## src/rtl/std_fp_div_pkg.sv

```systemverilog
// Shared types and width-generic helpers for the sequential fixed-point divider.
// Helpers work on a 64-bit carrier; callers cast the result down to their width.
package std_fp_div_pkg;

  typedef enum logic [1:0] {IDLE, RUN, FIX, DONE} div_state_e;

  localparam int FP_MAX_W = 64;

  function automatic logic [FP_MAX_W-1:0] fp_mask(input int w);
    return {FP_MAX_W{1'b1}} >> (FP_MAX_W - w);
  endfunction

  function automatic logic [FP_MAX_W-1:0] fp_neg(input logic [FP_MAX_W-1:0] x, input int w);
    return (~x + FP_MAX_W'(1)) & fp_mask(w);
  endfunction

  // Magnitude of a w-bit two's-complement value; the most negative value maps to 2^(w-1).
  function automatic logic [FP_MAX_W-1:0] fp_abs(input logic [FP_MAX_W-1:0] x, input int w);
    return x[w-1] ? fp_neg(x, w) : (x & fp_mask(w));
  endfunction

  function automatic logic [FP_MAX_W-1:0] fp_sat_max(input int w);
    return fp_mask(w) >> 1;
  endfunction

  function automatic logic [FP_MAX_W-1:0] fp_sat_min(input int w);
    return FP_MAX_W'(1) << (w - 1);
  endfunction

endpackage

```

## src/rtl/std_fp_div_step.sv

```systemverilog
// One combinational restoring shift-subtract step of the magnitude divider.
module std_fp_div_step #(
  parameter int WIDTH = 32,
  parameter int N     = 48
) (
  input  logic [WIDTH:0]   acc_i,
  input  logic [N-1:0]     q_i,
  input  logic [WIDTH-1:0] divisor_i,
  output logic [WIDTH:0]   acc_o,
  output logic [N-1:0]     q_o
);

  logic [WIDTH+1:0] shifted;
  logic [WIDTH:0]   diff;
  logic             ge;

  assign shifted = {acc_i, q_i[N-1]};
  assign ge      = (shifted >= {2'b00, divisor_i});
  // The shifted partial remainder stays below 2*divisor, so the low bits carry the full difference.
  assign diff    = shifted[WIDTH:0] - {1'b0, divisor_i};
  assign acc_o   = ge ? diff : shifted[WIDTH:0];
  assign q_o     = {q_i[N-2:0], ge};

endmodule

```

## src/rtl/std_fp_div_seq.sv

```systemverilog
// Iterative fixed-point divider: Q = (left << FRAC_WIDTH) / right, R = (left << FRAC_WIDTH) % right.
// Build option STD_FP_DIV_SAT_EN: saturate the quotient on overflow instead of wrapping.
module std_fp_div_seq
  import std_fp_div_pkg::*;
#(
  parameter int WIDTH      = 32,
  parameter int INT_WIDTH  = 16,
  parameter int FRAC_WIDTH = 16,
  parameter int SIGNED     = 0
) (
  input  logic             clk,
  input  logic             reset_n,
  input  logic             go,
  input  logic [WIDTH-1:0] left,
  input  logic [WIDTH-1:0] right,
  output logic [WIDTH-1:0] out_quotient,
  output logic [WIDTH-1:0] out_remainder,
  output logic             done,
  output logic             div_by_zero,
  output logic             overflow
);

  localparam int N     = WIDTH + FRAC_WIDTH;
  localparam int IDX_W = $clog2(N + 1);
  localparam bit IS_SIGNED = (SIGNED != 0);
  localparam logic [IDX_W-1:0] IDX_LAST = IDX_W'(N - 1);
  localparam logic [WIDTH-1:0] ALL_ONES = '1;
  localparam logic [WIDTH-1:0] S_MAX = WIDTH'(fp_sat_max(WIDTH));
  localparam logic [WIDTH-1:0] S_MIN = WIDTH'(fp_sat_min(WIDTH));

  if (INT_WIDTH + FRAC_WIDTH != WIDTH) begin : g_width_check
    $error("std_fp_div_seq: INT_WIDTH + FRAC_WIDTH must equal WIDTH");
  end

  div_state_e       state_q, state_d;
  logic [IDX_W-1:0] idx_q, idx_d;
  logic [WIDTH:0]   acc_q, acc_d;
  logic [N-1:0]     quo_q, quo_d;
  logic [WIDTH-1:0] div_q, div_d;
  logic             qneg_q, qneg_d;
  logic             lneg_q, lneg_d;
  logic             dz_q, dz_d;
  logic [WIDTH-1:0] out_quotient_q, out_quotient_d;
  logic [WIDTH-1:0] out_remainder_q, out_remainder_d;
  logic             done_q, done_d;
  logic             div_by_zero_q, div_by_zero_d;
  logic             overflow_q, overflow_d;

  logic [WIDTH:0]   acc_step;
  logic [N-1:0]     quo_step;

  std_fp_div_step #(
    .WIDTH (WIDTH),
    .N     (N)
  ) u_step (
    .acc_i     (acc_q),
    .q_i       (quo_q),
    .divisor_i (div_q),
    .acc_o     (acc_step),
    .q_o       (quo_step)
  );

  logic [WIDTH-1:0]      l_abs, r_abs, q_lo, q_wrap, q_fix, r_mag, r_fix, l_mag, dz_quot, dz_rem;
  logic [FRAC_WIDTH-1:0] q_hi;
  logic                  ov;

  always_comb begin
    l_abs = IS_SIGNED ? WIDTH'(fp_abs(FP_MAX_W'(left), WIDTH)) : left;
    r_abs = IS_SIGNED ? WIDTH'(fp_abs(FP_MAX_W'(right), WIDTH)) : right;

    q_lo = quo_q[WIDTH-1:0];
    q_hi = quo_q[N-1:WIDTH];
    // A negative result may reach exactly 2^(WIDTH-1) in magnitude; a positive one may not.
    if (!IS_SIGNED) begin
      ov = |q_hi;
    end else if (qneg_q) begin
      ov = (|q_hi) | (q_lo[WIDTH-1] & (|q_lo[WIDTH-2:0]));
    end else begin
      ov = (|q_hi) | q_lo[WIDTH-1];
    end
    q_wrap = qneg_q ? WIDTH'(fp_neg(FP_MAX_W'(q_lo), WIDTH)) : q_lo;
`ifdef STD_FP_DIV_SAT_EN
    if (ov) begin
      q_fix = !IS_SIGNED ? ALL_ONES : (qneg_q ? S_MIN : S_MAX);
    end else begin
      q_fix = q_wrap;
    end
`else
    q_fix = q_wrap;
`endif
    r_mag = acc_q[WIDTH-1:0];
    r_fix = lneg_q ? WIDTH'(fp_neg(FP_MAX_W'(r_mag), WIDTH)) : r_mag;

    // On divide-by-zero the dividend magnitude is still parked in the quotient register.
    l_mag   = quo_q[N-1:FRAC_WIDTH];
    dz_quot = !IS_SIGNED ? ALL_ONES : (lneg_q ? S_MIN : S_MAX);
    dz_rem  = lneg_q ? WIDTH'(fp_neg(FP_MAX_W'(l_mag), WIDTH)) : l_mag;
  end

  always_comb begin
    state_d         = state_q;
    idx_d           = idx_q;
    acc_d           = acc_q;
    quo_d           = quo_q;
    div_d           = div_q;
    qneg_d          = qneg_q;
    lneg_d          = lneg_q;
    dz_d            = dz_q;
    out_quotient_d  = out_quotient_q;
    out_remainder_d = out_remainder_q;
    done_d          = 1'b0;
    div_by_zero_d   = div_by_zero_q;
    overflow_d      = overflow_q;

    case (state_q)
      IDLE: begin
        if (go) begin
          acc_d  = '0;
          quo_d  = {l_abs, {FRAC_WIDTH{1'b0}}};
          div_d  = r_abs;
          qneg_d = IS_SIGNED & (left[WIDTH-1] ^ right[WIDTH-1]);
          lneg_d = IS_SIGNED & left[WIDTH-1];
          idx_d  = '0;
          if (right == '0) begin
            dz_d    = 1'b1;
            state_d = DONE;
          end else begin
            state_d = RUN;
          end
        end
      end
      RUN: begin
        if (!go) begin
          state_d = IDLE;
        end else begin
          acc_d = acc_step;
          quo_d = quo_step;
          idx_d = idx_q + IDX_W'(1);
          if (idx_q == IDX_LAST) begin
            state_d = FIX;
          end
        end
      end
      FIX: begin
        if (!go) begin
          state_d = IDLE;
        end else begin
          out_quotient_d  = q_fix;
          out_remainder_d = r_fix;
          div_by_zero_d   = 1'b0;
          overflow_d      = ov;
          done_d          = 1'b1;
          state_d         = DONE;
        end
      end
      DONE: begin
        // First DONE cycle of a divide-by-zero loads results; go is ignored here either way.
        if (dz_q) begin
          out_quotient_d  = dz_quot;
          out_remainder_d = dz_rem;
          div_by_zero_d   = 1'b1;
          overflow_d      = 1'b0;
          done_d          = 1'b1;
          dz_d            = 1'b0;
        end else begin
          state_d = IDLE;
        end
      end
      default: state_d = IDLE;
    endcase
  end

  always_ff @(posedge clk) begin
    if (!reset_n) begin
      state_q         <= IDLE;
      idx_q           <= '0;
      acc_q           <= '0;
      quo_q           <= '0;
      div_q           <= '0;
      qneg_q          <= 1'b0;
      lneg_q          <= 1'b0;
      dz_q            <= 1'b0;
      out_quotient_q  <= '0;
      out_remainder_q <= '0;
      done_q          <= 1'b0;
      div_by_zero_q   <= 1'b0;
      overflow_q      <= 1'b0;
    end else begin
      state_q         <= state_d;
      idx_q           <= idx_d;
      acc_q           <= acc_d;
      quo_q           <= quo_d;
      div_q           <= div_d;
      qneg_q          <= qneg_d;
      lneg_q          <= lneg_d;
      dz_q            <= dz_d;
      out_quotient_q  <= out_quotient_d;
      out_remainder_q <= out_remainder_d;
      done_q          <= done_d;
      div_by_zero_q   <= div_by_zero_d;
      overflow_q      <= overflow_d;
    end
  end

  assign out_quotient  = out_quotient_q;
  assign out_remainder = out_remainder_q;
  assign done          = done_q;
  assign div_by_zero   = div_by_zero_q;
  assign overflow      = overflow_q;

endmodule
```

## config.mk

```make
export PLATFORM = sky130hd
export DESIGN_NAME = std_fp_div_seq
export DESIGN_NICKNAME = d
export VERILOG_FILES = /design/src/rtl/std_fp_div_pkg.sv /design/src/rtl/std_fp_div_step.sv /design/src/rtl/std_fp_div_seq.sv
export SDC_FILE = /design/constraint.sdc
export NUM_CORES = 1
export LEC_CHECK = 0
export BUFFER_PORTS_ARGS = -buffer_cell sky130_fd_sc_hd__clkbuf_2
export CAP_MARGIN = 20
export CELL_PAD_IN_SITES_DETAIL_PLACEMENT = 1
export CELL_PAD_IN_SITES_GLOBAL_PLACEMENT = 2
export CORE_ASPECT_RATIO = 1.5
export CORE_MARGIN = 5
export CORE_UTILIZATION = 34
export DETAILED_ROUTE_END_ITERATION = 7
export PLACE_DENSITY = 0.77
export RECOVER_POWER = 100
export SYNTH_ARGS = -nofsm -noshare
export SYNTH_HDL_FRONTEND = slang
export SYNTH_SLANG_ARGS = --single-unit
```

## constraint.sdc

```tcl
create_clock -name clk -period 3.6 [get_ports clk]
set_input_delay 0 -clock clk [delete_from_list [all_inputs] [get_ports clk]]
set_output_delay 0 -clock clk [all_outputs]
set_load 0.01 [all_outputs]
```

# After elaboration in Yosys (flattened, before gate mapping)
# Index checks and enable logic that the tools add are counted.
# word_totals
ff_bits	189
input_bits	67
out_inout_bits	67
# op_classes
n_lt_le_gt_ge	1
n_mux	35
reduce_logical	11
eq_ne	11
addsub	2
# op_table
cell	n
32-bit 2-to-1 mux	4
32-bit one-hot mux with 2 select lines	2
33-bit 2-to-1 mux	3
48-bit 2-to-1 mux	2
48-bit one-hot mux with 2 select lines	1
33-bit one-hot mux with 2 select lines	1
34-bit by 32-bit >= comparator with 1-bit output	1
33-bit by 32-bit subtractor with 33-bit output	1
32-bit zero test	1
16-bit OR reduction	1
2-bit 2-to-1 mux	6
6-bit 2-to-1 mux	2
2-bit != test, second input constant	6
6-bit one-hot mux with 2 select lines	1
3-bit AND reduction	4
1-bit 2-to-1 mux	8
1-bit one-hot mux with 2 select lines	4
2-bit one-hot mux with 4 select lines	1
6-bit by 1-bit adder with 6-bit output, second input constant	1
6-bit == test, second input constant	1
2-bit nonzero test	3
2-bit == test, second input constant	2
3-bit != test, second input constant	1
2-bit by 1-bit == test with 1-bit output, second input constant	1
2 further kinds	2

# Depth between registers and ports, before layout
# Gate-level depths: netlist (run 1).
# logic_depth
ltp_word	4
mapped_depth	13
ltp_nobuf	11

# Cells and area by module
# From an unflattened synthesis (run 1), not the netlist that was laid out.
# hier_totals
cells_unflattened	1174
area_unflattened_um2	10321.1
# modules_own_cells
mod	seq_area_each_um2	cells_per_inst	area_per_inst_um2	instances
std_fp_div_seq	3783.6	785	7513.5	1
std_fp_div_step	0.0	389	2807.7	1

# Worst setup path before layout (run 1)
# Ideal clock, no wire load.
# synth_timing
path_type	flip-flop to flip-flop
startpoint	reg quo_q[47]
endpoint	reg acc_q[31]
slack_ns	0.870
path_buffers	2
period_less_slack_ns	2.730
setup_ns	0.125
path_stages_with_launch	14
arrival_ns	2.606
path_cell_list	dfxtp_1 > inv_1 > ha_1 > fa_1 > and2b_1 > o2111ai_1 > nand4bb_1 > a21oi_2 > a2111o_1 > a21o_1 > buf_6 > buf_6 > a32oi_1 > o31ai_1
# synth_between
elab_chain_cells	4
elab_cells_between_ends	5
# synth_lines
item	line	source
from (decl)	std_fp_div_seq.sv:38	logic [N-1:0] quo_q, quo_d;
from (signal assigned)	std_fp_div_seq.sv:192	quo_q <= quo_d;
33-bit by 32-bit subtractor with 33-bit output or 34-bit by 32-bit >= comparator with 1-bit output (tied branches)	std_fp_div_step.sv:20, std_fp_div_step.sv:18	
33-bit 2-to-1 mux (*)	std_fp_div_step.sv:21	assign acc_o = ge ? diff : shifted[WIDTH:0];
33-bit 2-to-1 mux (*)	std_fp_div_seq.sv:133	if (!go) begin
33-bit one-hot mux with 2 select lines (*)	std_fp_div_seq.sv:115	case (state_q)
to (signal assigned)	std_fp_div_seq.sv:177	acc_q <= '0;
to (signal assigned)	std_fp_div_seq.sv:191	acc_q <= acc_d;
to (decl)	std_fp_div_seq.sv:37	logic [WIDTH:0] acc_q, acc_d;
# Mark *: on every way between the ends. The rest lies on a longest branch, timed or not. The select of a mux whose other input is x is not followed.
# A chain may end at the register's enable or synchronous reset.

# Worst setup path after layout (run 1)
# Ends and elaborated chain as after synthesis.

==> results of run 1 <==
-- through the flow --
step,std cells,utilization (%)
after global routing,1643,41.96
final,1643,41.96
after CTS,1643,42.44
after floorplan,1138,-
after detailed placement,1546,37.88
after global placement,1546,37.88
-- cell usage after synthesis, types with 3 or more instances --
| master | n |
|---|---|
| nor2b_1 | 18 |
| o211ai_1 | 4 |
| a211oi_1 | 5 |
| o21ai_0 | 35 |
| o221a_2 | 32 |
| dfxtp_1 | 189 |
| clkbuf_1 | 69 |
| nand3b_1 | 4 |
| a22oi_1 | 16 |
| o21ai_1 | 14 |
| nor2_1 | 95 |
| nand2b_1 | 8 |
| a21boi_0 | 16 |
| a21o_1 | 16 |
| buf_6 | 4 |
| buf_1 | 7 |
| ha_1 | 33 |
| or3_1 | 3 |
| and2_1 | 7 |
| nand3_1 | 41 |
| buf_2 | 5 |
| o21a_1 | 3 |
| xor2_1 | 16 |
| inv_1 | 38 |
| nand2_1 | 214 |
| nor3_1 | 10 |
| a32oi_1 | 13 |
| nor4_1 | 13 |
| nand4_1 | 11 |
| a311oi_1 | 67 |
| o21bai_1 | 5 |
| a21oi_1 | 51 |
| xnor2_1 | 11 |
| mux2i_1 | 18 |
-- power by group --
part           switching, mW  total (mW)  internal, mW
logic                  0.585       0.980         0.395
clock network          0.902        1.93          1.03
registers             0.0833        2.26          2.17
total                   1.57        5.17          3.60
-- cell type report --
class                   instances  area [sq um]  area share (%)
clock inverters                12         126.4           1.103
repair buffers                217          1374           11.99
clock buffers                  20         466.7           4.072
well taps                     342         427.9           3.734
multi-input cells             825          5140           44.85
flip-flops and latches        189          3784           33.01
inverters                      38         142.6           1.245
-- routing by layer --
metal | routed length [um] | share of wire (%) | up-vias | GRT usage [%]
met5 | 0 | 0 | - | 0
met4 | 859 | 2.7 | 0 | 6.937
met2 | 15940 | 51 | 144 | 36.45
met3 | 892 | 2.8 | 49 | 3.467
li1 | - | - | 4409 | -
met1 | 13660 | 44 | 4298 | 24.13
-- critical path: stages (launching register included) --
cell and delay [ns]:
dfxtp_1 0.36, inv_1 0.11, ha_1 0.22, fa_1 0.41, and2b_1 0.24, o2111ai_1 0.13, nand4bb_1 0.16, a21oi_1 0.19
a2111o_1 0.47, a21o_1 0.20, buf_12 0.18, nand2b_4 0.23, o31ai_1 0.25
-- kinds of logic after synthesis --
kind of cell | after synthesis
DFF | 189
buffers and inverters | 124
AOI/OAI and AO/OA | 303
xor gates and xnor gates | 27
adders and majority gates | 34
muxes | 21
and+or+nand+nor | 440
-- final timing paths --
| path | startpoint | to | slack [ns] | depth (start not counted) |
|---|---|---|---|---|
| worst max-delay path | quo_q[47] | acc_q[31] | 0.36 | 12 |
| worst min-delay path | reset_n | state_q[0] | 0.04 | 3 |
| worst max register to register | quo_q[47] | acc_q[31] | 0.36 | 12 |
| worst min register to register | div_q[4] | div_q[4] | 0.46 | 2 |
-- registers in the layout, indices dropped and copies added, names as in the netlist --
register / flops
dz_q: 1
overflow: 1
quo_q: 48
idx_q: 6
done: 1
out_remainder: 32
div_by_zero: 1
div_q: 32
state_q: 2
acc_q: 33
out_quotient: 32
-- placed cells by master (no fill, tap or decap), drive strengths merged, types with 3 or more instances in the layout --
cell type,n
nand2,214
dfxtp,189
clkbuf,160
nor2,97
a311oi,67
dlygate4sd3,65
a21oi,53
o21ai,50
inv,44
nand3,41
ha,33
o221a,32
mux2i,18
nor2b,18
a21o,16
xor2,16
a21boi,16
a22oi,16
nor4,13
a32oi,13
buf,12
nand4,11
xnor2,11
nor3,10
nand2b,9
and2,8
o21bai,7
a211oi,7
nand3b,4
o211ai,4
or3,3
o21a,3
clkinv,3
mux2,3
==> impl_metrics.json, run 1 <==
{
  "fin_area_sq_mm": 0.01146,
  "tns_ns": 0,
  "dieWidth_um": 146.0,
  "core_sq_mm": 0.02731,
  "period_minus_slack_ns": 3.240,
  "synth_mux_area_share_pct": 2.346,
  "placed_area_sq_mm": 0.01035,
  "p_total_mw": 5.169,
  "grt_pass1_wl_um": 51860,
  "ir_drop_uv": 349.1,
  "ys_types": 67,
  "fin_nets": 1389,
  "initial_core_util_pct": 34.56,
  "dieArea_sq_mm": 0.03126,
  "dp_worst_setup_slack_ns": 0.4195,
  "antenna-diode-count": 0,
  "postSynthAreaPerCell_sq_um": 8.294,
  "hp-class": "input pin to flip-flop",
  "yosys-top-cells-area": "dfxtp_1 (40%), nand2_1 (8.5%), a311oi_1 (6.2%)",
  "antenna_left": 0,
  "grt_max_degree": 68,
  "post-cts-setup-buffer-count": 0,
  "routed_wl_um": 31360,
  "critPathCaptureType": "flip-flop",
  "synth-edff-count": 0,
  "grt_pass1_vias": 9484,
  "die_h_um": 214.1,
  "syn_nets": 1239,
  "h-tree-depth": 4,
  "post_drt_wl_per_cell_um": 19.08,
  "io_buffer_count": 133,
  "place_congestion": 0.8305,
  "drv_slew": 69,
  "hold_viol_final": 0,
  "period_share_pct": 90.01,
  "synth-xor-area-share_pct": 2.505,
  "rows": 74,
  "synthFlopType": "dfxtp_1",
  "remaining_drc_errors": 0,
  "start_kind": "flip-flop",
  "path_class": "flip-flop to flip-flop",
  "netlist_area_sq_mm": 0.009439,
  "track_usage_pct": 20.21,
  "vias": 8900,
  "cts_tree": "built",
  "syn_to_final_growth_pct": 21.42,
  "ys_warn_count": 0,
  "ys_seq_area_share_pct": 40.08,
  "cts-buffers-inserted": 17,
  "slew_headroom_pct": -15.13,
  "violations": "max-capacitance violations, max-slew violations",
  "rsz0062_at_grt": "false",
  "ctsResizeCount": 0,
  "max_slew.worst_pin.slew_ns": 1.727,
  "clock-sinks": 189,
  "dp_hpwl_um": 23030,
  "whs_ns": 0.04326,
  "synth_top_area_share_pct": 40.08,
  "clk_transition_reported_paths_ns": 0.07,
  "first_iter_violations": 385,
  "p_leak_nw": 4.434,
  "synth_fa_ha_area_share_pct": 4.586,
  "arrival_ns": 3.60,
  "setup_viol": 0,
  "root_buffer": "clkbuf_16",
  "worst_slack_ns": 0.3595,
  "max-clock-path-buffers": 2,
  "grt_antenna_before_repair": 0,
  "drive_above_1_share_pct": 12.22,
  "netlist.top_cell.by_area": "dfxtp_1",
  "gr-total-overflow": 0,
  "cp_max_fo": 34,
  "cts_hold_buf": 65,
  "synth_top_family_by_area": "compound AO/OA/AOI/OAI gates",
  "first_pass_iters": 4,
  "synth-compound-area-share_pct": 24.35,
  "finalClockSkew_ns": 0.009492,
  "p_per_area_mw_per_mm2": 451.0,
  "synth-simple-area-share_pct": 20.64,
  "syn_inst": 1138,
  "ioPinCount": 134,
  "timing.fmax_mhz": 308.6,
  "nFillCells": 3244,
  "cp_data_required_time_ns": 3.96,
  "maxCapViolCount": 2,
  "status": "finished with violations",
  "async_flop_share_pct": 0,
  "clock_latency_ns": 0.45,
  "avgViaCountPerCell": 5.417,
  "synth_seq_cells": 189
}
No activity file was read; power rests on OpenSTA's default activity.
==> run 2, diff against run 1 <==
- CORE_UTILIZATION: 34 -> 37
- PLACE_DENSITY: 0.77 -> 0.83
- clock period: 3.6 -> 4 ns (I/O delays scaled with it)
==> impl_metrics.json, run 2 (synthesis gave the netlist of run 1 again) <==
{
  "status": "finished with violations",
  "violations": "max-capacitance violations, max-slew violations",
  "max_stage_delay_ns": 1.26,
  "crit_top_cell": "clkbuf_1",
  "whs_ns": 0.02949,
  "remaining_drc_errors": 0,
  "h-tree-depth": 4,
  "largest_registers": "quo_q: 48 flops, acc_q: 33 flops",
  "clock_latency_ns": 0.43,
  "rrSetupSlack_ns": 0.46,
  "grt_pass1_vias": 9417,
  "max-clock-path-buffers": 2,
  "tns_ns": 0,
  "dieWidth_um": 140.4,
  "gr-total-overflow": 0,
  "place_congestion": 0.8873,
  "avgViaCountPerCell": 5.514,
  "regMostFlops": "quo_q",
  "dieArea_sq_mm": 0.02887,
  "setup_viol": 0,
  "timing.fmax_mhz": 282.4,
  "hold_viol_final": 0,
  "critPathCaptureType": "flip-flop",
  "track_usage_pct": 21.84,
  "grt_antenna_before_repair": 0,
  "crit_chain": "clkbuf_1 > nand2b_1 > clkbuf_1 > nand2_1 > a311oi_1",
  "antenna_left": 0,
  "ir_drop_uv": 286.0,
  "slew_headroom_pct": -17.23,
  "p_leak_nw": 4.430,
  "cts_tree": "built",
  "hp-class": "input pin to flip-flop",
  "vias": 8972,
  "period_minus_slack_ns": 3.542,
  "drv_slew": 39,
  "clock-sinks": 189,
  "dp_cells": 1533,
  "rows": 71,
  "rsz0062_at_grt": "false",
  "startpoint": "state_q[1]",
  "clk_transition_reported_paths_ns": 0.07,
  "reg2reg_from": "state_q[1]",
  "grt_max_degree": 99,
  "routed_wl_um": 31550,
  "ioPinCount": 134,
  "dp_hpwl_um": 22910,
  "maxCapViolCount": 1,
  "initial_core_util_pct": 37.55,
  "cp_data_required_time_ns": 4.32,
  "crit_end": "quo_q[30]",
  "cts-buffers-inserted": 17,
  "core_sq_mm": 0.02514,
  "grt_pass1_wl_um": 50870,
  "finalClockSkew_ns": 0.01057,
  "largest_reg_flops": 48,
  "fin_nets": 1389,
  "drive_above_1_share_pct": 12.47,
  "max_slew.worst_pin.slew_ns": 1.758,
  "first_iter_violations": 477,
  "nFillCells": 3018,
  "syn_to_final_growth_pct": 21.25,
  "cpMaxStageDelayCell": "clkbuf_1",
  "post_drt_wl_per_cell_um": 19.39,
  "arrival_ns": 3.87,
  "root_buffer": "clkbuf_16",
  "layout_common_cells": "nand2_1 (213), dfxtp_1 (189), nor2_1 (94)",
  "start_kind": "flip-flop",
  "path_class": "flip-flop to flip-flop",
  "p_per_area_mw_per_mm2": 413.0,
  "first_pass_iters": 5,
  "fin_cells": 1627,
  "die_h_um": 205.6,
  "io_buffer_count": 133,
  "cp_max_fo": 38,
  "final_common_cell": "nand2_1",
  "post-route-util_pct": 45.52,
  "r2r-end": "quo_q[30]",
  "antenna-diode-count": 0,
  "period_share_pct": 88.54,
  "r2r_cells": 5
}
run 2: final cells by class:
class | instances | area, sq um | share of cell area, %
multi-input combinational | 825 | 5139 | 44.90
sequential | 189 | 3784 | 33.06
timing repair buffer | 217 | 1356 | 11.85
clock buffer | 19 | 452.9 | 3.958
tap | 328 | 410.4 | 3.586
clock inverter | 11 | 160.2 | 1.399
inverter | 38 | 142.6 | 1.246
run 2: through the flow:
step,worst slack [ns],power [mW],instance area (sq um)
3_3_place_gp,0.7096,2.912,10310
4_1_cts,0.5613,4.792,11570
2_1_floorplan,1.270,2.665,9439
5_1_grt,0.1601,4.955,11440
3_5_place_dp,0.6546,2.930,10310
6_report,0.4584,4.727,11440
run 2: where the power goes:
group	total (mW)	leakage (nW)	switching (mW)	internal, mW
registers	2.03	1.54	0.0702	1.96
clock network	1.81	0.299	0.782	1.02
logic	0.893	2.59	0.536	0.357
total	4.73	4.43	1.39	3.34
run 2: worst min path at each step:
stage                     startpoint    endpoint  slack, ns  depth (start not counted)
after floorplan            right[10]   div_q[10]       0.14                          2
after global placement     right[12]   div_q[12]       0.25                          3
after detailed placement   right[12]   div_q[12]       0.25                          3
after CTS                         go  state_q[1]       0.01                          3
after global routing              go  state_q[1]       0.08                          3
final                             go  state_q[1]       0.03                          3
run 2: worst max-delay path, delay by kind of cell, from the launching register on:
kind / cells / cell delay (ns)
buffers and inverters: 2 / 1.96
AND/OR/NAND/NOR: 2 / 0.77
AO/OA/AOI/OAI: 1 / 0.35
flip-flops: 1 / 0.32
run 2: layer usage:
metal | track usage, % | up-vias | routed length [um]
li1 | - | 4395 | -
met4 | 6.648 | 0 | 696
met5 | 0 | - | 0
met1 | 26.07 | 4378 | 13400
met2 | 40.27 | 165 | 16420
met3 | 3.046 | 34 | 1035
run 2: what timing repair did:
item                       in CTS  in global routing
gates resized for setup         0                  0
hold endpoints to repair       64                  0
hold buffers                   64                  0
setup buffers                   0                  0
setup endpoints to repair       0                  0
